--- config.mk ---
export PLATFORM = sky130hd
export DESIGN_NAME = video_shift_tap_ctrl_flat
export DESIGN_NICKNAME = d
export VERILOG_FILES = /design/src/rtl/video_shift_tap_ctrl_if.sv /design/src/rtl/video_shift_tap_ctrl.sv /design/src/flat_wrapper.sv
export SDC_FILE = /design/constraint.sdc
export NUM_CORES = 1
export LEC_CHECK = 0
export BUFFER_PORTS_ARGS = -buffer_cell sky130_fd_sc_hd__buf_2
export CORE_MARGIN = 5
export CORE_UTILIZATION = 35
export CTS_CLUSTER_SIZE = 24
export DETAILED_ROUTE_END_ITERATION = 10
export HOLD_SLACK_MARGIN = 0.15
export MAX_ROUTING_LAYER = met4
export PLACE_DENSITY_LB_ADDON = 0.08
export SYNTH_ARGS = -nofsm -noshare
export SYNTH_HDL_FRONTEND = slang
export SYNTH_SLANG_ARGS = --single-unit
--- constraint.sdc ---
create_clock -name clock -period 1.7 [get_ports clock]
set_input_delay 0.17 -clock clock [delete_from_list [all_inputs] [get_ports clock]]
set_output_delay 0.17 -clock clock [all_outputs]
set_load 0.02 [all_outputs]
--- src/rtl/video_shift_tap_ctrl_if.sv ---
`default_nettype none
// ============================================================================
// Module  : video_shift_tap_ctrl_if
// Brief   : Pixel-in, line-RAM and tap-out signal bundle of the line-delay
//           sequencer. The slave modport is the sequencer's view; the master
//           modport is the view of whatever surrounds it.
// Revision: 1.0 - initial release
// ============================================================================
interface video_shift_tap_ctrl_if #(
    parameter int DSIZE = 24,
    parameter int ASIZE = 10,
    parameter int TAPS  = 2
);
    // pixel input
    logic                        in_valid;
    logic                        in_sof;
    logic                        in_eol;
    logic [DSIZE-1:0]            in_data;
    // shared line-RAM port
    logic                        ram_rd_en;
    logic [ASIZE-1:0]            ram_rd_addr;
    logic [TAPS*DSIZE-1:0]       ram_rd_data;
    logic                        ram_wr_en;
    logic [ASIZE-1:0]            ram_wr_addr;
    logic [TAPS*DSIZE-1:0]       ram_wr_data;
    // tap output and status
    logic                        out_valid;
    logic [(TAPS+1)*DSIZE-1:0]   out_data;
    logic [TAPS:0]               out_tap_vld;
    logic                        out_sof;
    logic                        out_eol;
    logic [ASIZE:0]              line_len;
    logic                        line_err;

    modport slave (
        input  in_valid, in_sof, in_eol, in_data, ram_rd_data,
        output ram_rd_en, ram_rd_addr, ram_wr_en, ram_wr_addr, ram_wr_data,
        output out_valid, out_data, out_tap_vld, out_sof, out_eol,
        output line_len, line_err
    );

    modport master (
        output in_valid, in_sof, in_eol, in_data, ram_rd_data,
        input  ram_rd_en, ram_rd_addr, ram_wr_en, ram_wr_addr, ram_wr_data,
        input  out_valid, out_data, out_tap_vld, out_sof, out_eol,
        input  line_len, line_err
    );
endinterface
`default_nettype wire

--- src/rtl/video_shift_tap_ctrl.sv ---
`default_nettype none
// ============================================================================
// Module  : video_shift_tap_ctrl
// Brief   : Sequencer for a chain of TAPS line RAMs sharing one column
//           address. Each pixel goes into RAM 0 while every RAM's old word
//           at that column moves one RAM down the chain; the current pixel
//           and the TAPS pixels vertically above it leave two clocks later.
// Revision: 1.0 - initial release
// ============================================================================
module video_shift_tap_ctrl #(
    parameter int DSIZE = 24,
    parameter int ASIZE = 10,
    parameter int TAPS  = 2
) (
    input  wire logic             clock,
    input  wire logic             rst_n,
    video_shift_tap_ctrl_if.slave bus
);
    localparam int               LSW       = $clog2(TAPS + 1);
    localparam logic [LSW-1:0]   c_TAPS_LS = LSW'(TAPS);
    localparam logic [ASIZE-1:0] c_COL_MAX = '1;

    typedef enum logic [1:0] {
        ST_IDLE = 2'd0,
        ST_FILL = 2'd1,
        ST_RUN  = 2'd2
    } state_t;

    // line / frame tracking
    state_t                      r_state;
    logic [ASIZE-1:0]            r_col;
    logic                        r_wrap;        // current line passed 2^ASIZE pixels
    logic [LSW-1:0]              r_lines_seen;
    logic [ASIZE:0]              r_line_len;
    logic                        r_line_err;
    // stage 1: RAM read in flight, write issued
    logic                        r_s1_valid;
    logic                        r_s1_sof;
    logic                        r_s1_eol;
    logic [ASIZE-1:0]            r_s1_col;
    logic [DSIZE-1:0]            r_s1_data;
    logic [TAPS:0]               r_s1_tap;
    // stage 2: tap output
    logic                        r_out_valid;
    logic                        r_out_sof;
    logic                        r_out_eol;
    logic [(TAPS+1)*DSIZE-1:0]   r_out_data;
    logic [TAPS:0]               r_out_tap;

    logic                        w_sof;
    logic                        w_accept;
    logic [ASIZE-1:0]            w_col_cur;
    logic                        w_wrap_cur;
    logic [LSW-1:0]              w_ls_cur;
    logic [LSW-1:0]              w_ls_next;
    logic                        w_err_base;
    logic                        w_err_set;
    logic [TAPS:0]               w_tap;

    // A sof pixel restarts the frame, so its own column/line state is the reset one.
    assign w_sof      = bus.in_valid & bus.in_sof;
    assign w_accept   = bus.in_valid & (bus.in_sof | (r_state != ST_IDLE));
    assign w_col_cur  = w_sof ? '0 : r_col;
    assign w_wrap_cur = w_sof ? 1'b0 : r_wrap;
    assign w_ls_cur   = w_sof ? '0 : r_lines_seen;
    assign w_ls_next  = (bus.in_eol && (w_ls_cur != c_TAPS_LS)) ? (w_ls_cur + LSW'(1)) : w_ls_cur;
    assign w_err_base = w_sof ? 1'b0 : r_line_err;
    // Overlong line (about to wrap) or 1-pixel line (read/write collide next pixel).
    assign w_err_set  = ((w_col_cur == c_COL_MAX) && !bus.in_eol) ||
                        ((w_col_cur == '0) && bus.in_eol);

    // Tap k holds real data only once k lines of this frame have completed.
    assign w_tap[0] = 1'b1;
    for (genvar k = 1; k <= TAPS; k++) begin : g_tap
        assign w_tap[k] = (w_ls_cur >= LSW'(k));
    end

    // Read side is combinational so the RAM q arrives exactly one clock later.
    assign bus.ram_rd_en   = w_accept;
    assign bus.ram_rd_addr = w_col_cur;
    assign bus.ram_wr_en   = r_s1_valid;
    assign bus.ram_wr_addr = r_s1_col;

    // Chain write: RAM k receives the word just read from RAM k-1 at the same column.
    if (TAPS > 1) begin : g_chain_multi
        assign bus.ram_wr_data = {bus.ram_rd_data[(TAPS-1)*DSIZE-1:0], r_s1_data};
    end else begin : g_chain_single
        assign bus.ram_wr_data = r_s1_data;
    end

    assign bus.out_valid   = r_out_valid;
    assign bus.out_sof     = r_out_sof;
    assign bus.out_eol     = r_out_eol;
    assign bus.out_data    = r_out_data;
    assign bus.out_tap_vld = r_out_tap;
    assign bus.line_len    = r_line_len;
    assign bus.line_err    = r_line_err;

    // Frame state, column counter, line length and sticky line error.
    always_ff @(posedge clock or negedge rst_n) begin
        if (!rst_n) begin
            r_state      <= ST_IDLE;
            r_col        <= '0;
            r_wrap       <= 1'b0;
            r_lines_seen <= '0;
            r_line_len   <= '0;
            r_line_err   <= 1'b0;
        end else if (w_accept) begin
            r_state      <= (w_ls_next == c_TAPS_LS) ? ST_RUN : ST_FILL;
            r_lines_seen <= w_ls_next;
            r_line_err   <= w_err_base | w_err_set;
            if (bus.in_eol) begin
                r_col      <= '0;
                r_wrap     <= 1'b0;
                r_line_len <= {w_wrap_cur, w_col_cur} + (ASIZE+1)'(1);
            end else begin
                r_col      <= w_col_cur + ASIZE'(1);
                r_wrap     <= w_wrap_cur | (w_col_cur == c_COL_MAX);
            end
        end
    end

    // Stage 1: hold the pixel and its tap flags while the RAM read completes.
    always_ff @(posedge clock or negedge rst_n) begin
        if (!rst_n) begin
            r_s1_valid <= 1'b0;
            r_s1_sof   <= 1'b0;
            r_s1_eol   <= 1'b0;
            r_s1_col   <= '0;
            r_s1_data  <= '0;
            r_s1_tap   <= '0;
        end else begin
            r_s1_valid <= w_accept;
            if (w_accept) begin
                r_s1_sof  <= bus.in_sof;
                r_s1_eol  <= bus.in_eol;
                r_s1_col  <= w_col_cur;
                r_s1_data <= bus.in_data;
                r_s1_tap  <= w_tap;
            end
        end
    end

    // Stage 2: present the current pixel with the column's delayed pixels.
    always_ff @(posedge clock or negedge rst_n) begin
        if (!rst_n) begin
            r_out_valid <= 1'b0;
            r_out_sof   <= 1'b0;
            r_out_eol   <= 1'b0;
            r_out_data  <= '0;
            r_out_tap   <= '0;
        end else begin
            r_out_valid <= r_s1_valid;
            r_out_sof   <= r_s1_valid & r_s1_sof;
            r_out_eol   <= r_s1_valid & r_s1_eol;
            if (r_s1_valid) begin
                r_out_data <= {bus.ram_rd_data, r_s1_data};
                r_out_tap  <= r_s1_tap;
            end
        end
    end
endmodule
`default_nettype wire

--- src/flat_wrapper.sv ---
// flat-port wrapper written by rule: the top's interface ports become plain ports
module video_shift_tap_ctrl_flat 
#(
    parameter int DSIZE = 24,
    parameter int ASIZE = 10,
    parameter int TAPS  = 2
)
  (clock, rst_n, bus_in_valid, bus_in_sof, bus_in_eol, bus_in_data, bus_ram_rd_data, bus_ram_rd_en, bus_ram_rd_addr, bus_ram_wr_en, bus_ram_wr_addr, bus_ram_wr_data, bus_out_valid, bus_out_data, bus_out_tap_vld, bus_out_sof, bus_out_eol, bus_line_len, bus_line_err);
  video_shift_tap_ctrl_if #(.DSIZE(DSIZE), .ASIZE(ASIZE), .TAPS(TAPS)) bus_i ();
  input  wire logic clock;
  input  wire logic rst_n;
  input wire logic [$bits(bus_i.in_valid)-1:0] bus_in_valid;
  input wire logic [$bits(bus_i.in_sof)-1:0] bus_in_sof;
  input wire logic [$bits(bus_i.in_eol)-1:0] bus_in_eol;
  input wire logic [$bits(bus_i.in_data)-1:0] bus_in_data;
  input wire logic [$bits(bus_i.ram_rd_data)-1:0] bus_ram_rd_data;
  output wire logic [$bits(bus_i.ram_rd_en)-1:0] bus_ram_rd_en;
  output wire logic [$bits(bus_i.ram_rd_addr)-1:0] bus_ram_rd_addr;
  output wire logic [$bits(bus_i.ram_wr_en)-1:0] bus_ram_wr_en;
  output wire logic [$bits(bus_i.ram_wr_addr)-1:0] bus_ram_wr_addr;
  output wire logic [$bits(bus_i.ram_wr_data)-1:0] bus_ram_wr_data;
  output wire logic [$bits(bus_i.out_valid)-1:0] bus_out_valid;
  output wire logic [$bits(bus_i.out_data)-1:0] bus_out_data;
  output wire logic [$bits(bus_i.out_tap_vld)-1:0] bus_out_tap_vld;
  output wire logic [$bits(bus_i.out_sof)-1:0] bus_out_sof;
  output wire logic [$bits(bus_i.out_eol)-1:0] bus_out_eol;
  output wire logic [$bits(bus_i.line_len)-1:0] bus_line_len;
  output wire logic [$bits(bus_i.line_err)-1:0] bus_line_err;
  assign bus_i.in_valid = bus_in_valid;
  assign bus_i.in_sof = bus_in_sof;
  assign bus_i.in_eol = bus_in_eol;
  assign bus_i.in_data = bus_in_data;
  assign bus_i.ram_rd_data = bus_ram_rd_data;
  assign bus_ram_rd_en = bus_i.ram_rd_en;
  assign bus_ram_rd_addr = bus_i.ram_rd_addr;
  assign bus_ram_wr_en = bus_i.ram_wr_en;
  assign bus_ram_wr_addr = bus_i.ram_wr_addr;
  assign bus_ram_wr_data = bus_i.ram_wr_data;
  assign bus_out_valid = bus_i.out_valid;
  assign bus_out_data = bus_i.out_data;
  assign bus_out_tap_vld = bus_i.out_tap_vld;
  assign bus_out_sof = bus_i.out_sof;
  assign bus_out_eol = bus_i.out_eol;
  assign bus_line_len = bus_i.line_len;
  assign bus_line_err = bus_i.line_err;
  video_shift_tap_ctrl #(.DSIZE(DSIZE), .ASIZE(ASIZE), .TAPS(TAPS)) u_core (.clock(clock), .rst_n(rst_n), .bus(bus_i));
endmodule
Word level (Yosys, flattened, before mapping)
Cells that the tools add are included.
{ "classes": {"order_cmp": 2, "n_eq_ne": 3, "n_addsub": 3, "muxes": 8, "reduce_logical": 8, "n_bitwise": 7} }
{ "op_table": {"columns": ["cell", "count"], "rows": [
  ["two-way mux 10 bit", 2],
  ["adder 11 x 1 -> 11 bit, second input constant", 1],
  ["adder 10 x 1 -> 10 bit, second input constant", 1],
  ["equality test 10 bit, second input constant", 1],
  ["logical NOT 10 bit", 1],
  ["two-way mux 2 bit", 3],
  ["AND 1 bit", 4],
  ["logical AND 1 bit", 3],
  ["two-way mux 1 bit", 3],
  ["OR 1 bit", 3],
  ["adder 2 x 1 -> 2 bit, second input constant", 1],
  ["equality test 2 bit, second input constant", 1],
  ["greater-or-equal comparator 2 x 1 -> 1 bit, second input constant", 1],
  ["greater-or-equal comparator 2 bit, second input constant", 1],
  ["inequality test 2 bit, second input constant", 1],
  ["AND reduction 2 bit", 1],
  ["nonzero test 2 bit", 1],
  ["logical NOT 1 bit", 1],
  ["logical OR 1 bit", 1]
]} }
{ "word_totals": {"output_inout_bits": 160, "ff_bits": 145, "elab_cells": 48, "in_bits": 77} }

Depth between registers and ports, before layout
{ "logic_depth": {"depth_word": 7, "ltp_mapped": 9, "mapped_depth_nobuf": 8} }

Worst setup path before layout
No wires, ideal clock.
{ "synth_path": {"kind": "input to register", "start": "input port bus_in_valid", "end": "register u_core.r_state[0]", "t_required_ns": 1.581, "setup_time_ns": 0.119, "arrival_time_ns": 1.417, "stages": 9, "slack_ns": 0.164, "n_path_buf": 1, "path_cell_list": "nand2_1 buf_2 nand2_1 inv_1 ha_1 nor2b_1 mux2i_1 nand3_1 o21a_1"} }
{ "synth_via": {"elab_chain_len": 7, "word_cells_on_any_way": 9, "classes_between": "add/sub (1); eq/ne (2); mux (3); bitwise (2); reduce/logical (1)"} }
{ "synth_rtl": {"columns": ["item", "line", "rtl"], "rows": [
  ["start, declared", "flat_wrapper.sv:12", "input wire logic [$bits(bus_i.in_valid)-1:0] bus_in_valid;"],
  ["branches (longest 7 deep; another with adder 2 x 1 -> 2 bit)", null, null],
  ["end signal, assigned", "video_shift_tap_ctrl.sv:109", "r_state <= (w_ls_next == c_TAPS_LS) ? ST_RUN : ST_FILL;"],
  ["end, declared", "video_shift_tap_ctrl.sv:30", "state_t r_state;"]
]} }
Several ways; the timed one is not identified.
A chain may end at the register's enable or synchronous reset.

Worst setup path in the final report
{ "layout_path": {"start": "register u_core.r_state[1]", "end": "register u_core.r_wrap"} }
{ "layout_via": {"elab_chain_len": 3} }
{ "layout_rtl": {"columns": ["item", "line", "rtl"], "rows": [
  ["nonzero test 2 bit", "video_shift_tap_ctrl.sv:62", "assign w_accept = bus.in_valid & (bus.in_sof | (r_state != ST_IDLE));"],
  ["OR 1 bit", "video_shift_tap_ctrl.sv:62", null],
  ["AND 1 bit", "video_shift_tap_ctrl.sv:62", null],
  ["end signal, assigned", "video_shift_tap_ctrl.sv:118", "r_wrap <= w_wrap_cur | (w_col_cur == c_COL_MAX);"],
  ["end, declared", "video_shift_tap_ctrl.sv:32", "logic r_wrap;"]
]} }
Every way passes these cells.

==> metrics <==
status=finished clean; DPL Wire Length=11.37 mm; critical path launch point type=flip-flop; Layout fillers=1546; final count of pins violating max slew=0; most frequent CP cell=buf_4; post-synthesis sequential area ratio=0.6034; num ports=about 240; chip height=about 140 um; Synth Area per Inst=~12 um2; number of global-route vias before repair=5033; commonest non-fill, non-tap cell in the layout=buf_2; routed len/inst=around 16 um; Core Region=~17000 um2; Lkg Pwr=approximately 4.4 nW; CTS tree=built; Final min period=approximately 1600 ps; CP Cell Sequence=o31ai_4, bufinv_16, buf_4, buf_4, a21boi_0, o21ai_1; via count=4720; area share of the largest cell type after synthesis=0.6034; H-tree levels=4; critical path peak fanout=17; critical path's top delay family=buffers and inverters; crit path kind=reg2reg; first-pass detailed-route iteration total=5; # DRC=0; Die Area=roughly 20000 um2; Area contributors post-synth=dfrtp_1 (60%), mux2_2 (14%), nand2_1 (7.2%), buf_4 (3.1%), o21ai_0 (2.2%); crit path DAT=approximately 1900 ps; global route overflow=0; IO buf count=approximately 240; Final Core Density=0.5177; reg-to-reg slack, setup=~50 ps; commonest cells after routing, fill and taps aside=buf_2 (234), dfrtp_1 (144), nand2_1 (115), mux2_2 (76), dlygate4sd3_1 (75); Critical-path top delay cell=dfrtp_1; wirelength, routed=approximately 16 mm; WP buf/inv=3; final hold violations=0; diode count=0; maximum vdd ir drop=0.8361 mV; Mapped Cells=roughly 500; Layout Nets=between 800 and 900; fin cells=1039; Max Cap Viol=0; Max clock buf depth=2; post-route ant nets=0; Area Overhead vs Synth=46.84%; Pwr Density=roughly 1300 nW/um2; FFs w/ async S/R, synth=1.000; drt initial violations=around 170; setup TNS=0 ps; syn nets=~580; Clock Sinks=145; FP Rows=48; DP Cell Count=927; starting density of the core=0.3526; Worst Tran Pin Value=between 400 and 500 ps; worst hold slack=approximately 170 ps; die outline width=around 140 um; FMAX=606.4 MHz; area of the multi-input gates=2061 um2; Ys Warns=0; slew margin rel.=0.6725; largest net degree at the start of global routing=56; initial antenna violation count=0; largest area contributor in the synthesized netlist=dfrtp_1; clock root cell=clkbuf_16; placer congestion estimate=0.7500; FF/Latch Area=around 3600 um2; first-pass GRT wire length=~27 mm; Cell variety after synth=41; max incr delay on CP=410 ps; power consumption=approximately 12 mW; total track usage=0.1727; count of final setup violators=0; Required @ worst endpoint=just under 2000 ps; Worst setup EP type=flip-flop; Clock Latency Late Sink=between 400 and 500 ps; TritonCTS Buffers=17; ys flop type=dfrtp_1; layout cell share with drive strength beyond 1=0.4656; Yosys reg bits=between 100 and 150; Cell Area, Synth=about 6000 um2; Clock Pin Slew Worst Setup and Hold Paths=roughly 60 ps; mean number of vias per cell=~4.5; worst min path class=in2reg; Tcrit/Tclk final=0.9701; Post-synth EDFFs=0; Worst Skew=around 7 ps
## flip-flops by register name (all words and copies together) (netlist names), 3 cells and up
| name | count |
|---|---|
| u_core.bus.ram_wr_addr | 10 |
| u_core.r_s1_data | 24 |
| u_core.r_s1_tap | 3 |
| u_core.bus.line_len | 11 |
| u_core.r_col | 10 |
| u_core.bus.out_tap_vld | 3 |
| u_core.bus.out_data | 72 |
## final cells by class
type                       instances  area share
timing repair inverter             1   0.0009919
clock buffer                      23     0.05413
sequential                       145      0.4114
timing repair buffer             334      0.2468
inverter                           9    0.006802
clock inverter                     9     0.01460
multi-input combinational        293      0.2334
tap                              225     0.03188
## cell families after synthesis
logic type                 share of synthesized area
AOI/OAI and AO/OA                            0.05472
xor gates and xnor gates                     0.01311
adders and majority gates                   0.006243
buffers and inverters                        0.05701
DFF                                           0.6034
muxes                                         0.1550
and+or+nand+nor                               0.1105
## path summary, 6_finish.rpt
check | from | endpoint | cells after the start
worst max register to register | u_core.r_state[1]$_DFFE_PN0N_ | u_core.r_wrap$_DFFE_PN0N_ | 6
worst max-delay path | u_core.r_state[1]$_DFFE_PN0N_ | u_core.r_wrap$_DFFE_PN0N_ | 6
worst min-delay path | bus_in_sof | u_core.r_col[7]$_DFFE_PN0N_ | 4
min in group asynchronous | rst_n | u_core.bus.out_data[46]$_DFFE_PN0P_ | 2
worst min register to register | u_core.r_s1_tap[0]$_DFFE_PN0N_ | u_core.r_s1_tap[0]$_DFFE_PN0N_ | 1
max in group asynchronous | rst_n | u_core.bus.out_data[15]$_DFFE_PN0P_ | 3
## repair_timing
action / in CTS / in global routing
gates resized for setup: 2 / 8
cloned: 0 / 1
endpoints found under the hold margin: 200 / 0
setup endpoints to repair: 1 / 4
pin swaps: 1 / 1
buffers inserted: 1 / 4
hold buffers: 75 / 0
## stage by stage
step                      setup WS (ps)  instance area, um2
after detailed placement          24.59                7378
after global placement            120.9                7378
after global routing             -5.657                8830
after CTS                         7.147                8741
final                             50.82                8830
after floorplan                   163.8                6013
## where the power goes
group          total (mW)  switching [mW]  internal, mW
Sequential           4.58           0.422          4.16
Combinational        3.22            1.88          1.34
Clock                3.82            1.39          2.42
Total                11.6            3.69          7.92
## cell usage after synthesis, types with 2 or more instances
cell type    n
nor4_1       2
nand3_2      2
xor2_1       5
o21ai_1      2
dfrtp_1    145
mux2_2      76
xnor2_1      4
mux2i_1      2
nor3_2       2
nand2_1    115
nand2b_1     2
o21a_1       2
nand3_1      7
nor2b_1      2
inv_1        8
clkbuf_1     3
ha_1         3
mux2_1       5
buf_4       25
and2_1       7
buf_2       22
and4_1       2
o31ai_2      2
o31ai_1      7
a21oi_1      4
o21ai_0     26
## worst min-delay path, delay by kind of cell
kind,cells,cell delay (ps)
buf+inv,1,170
simple gates,2,140
mux,1,50
## routing by layer
metal  vias up  track usage  wire length (um)
li1       2269            -                 -
met1      2294       0.2116              7293
met2       145       0.2832              8075
met3        12      0.04749               932
met4         0      0.04539               155
met5         -            -                 0
No activity file was read; power rests on OpenSTA's default activity.
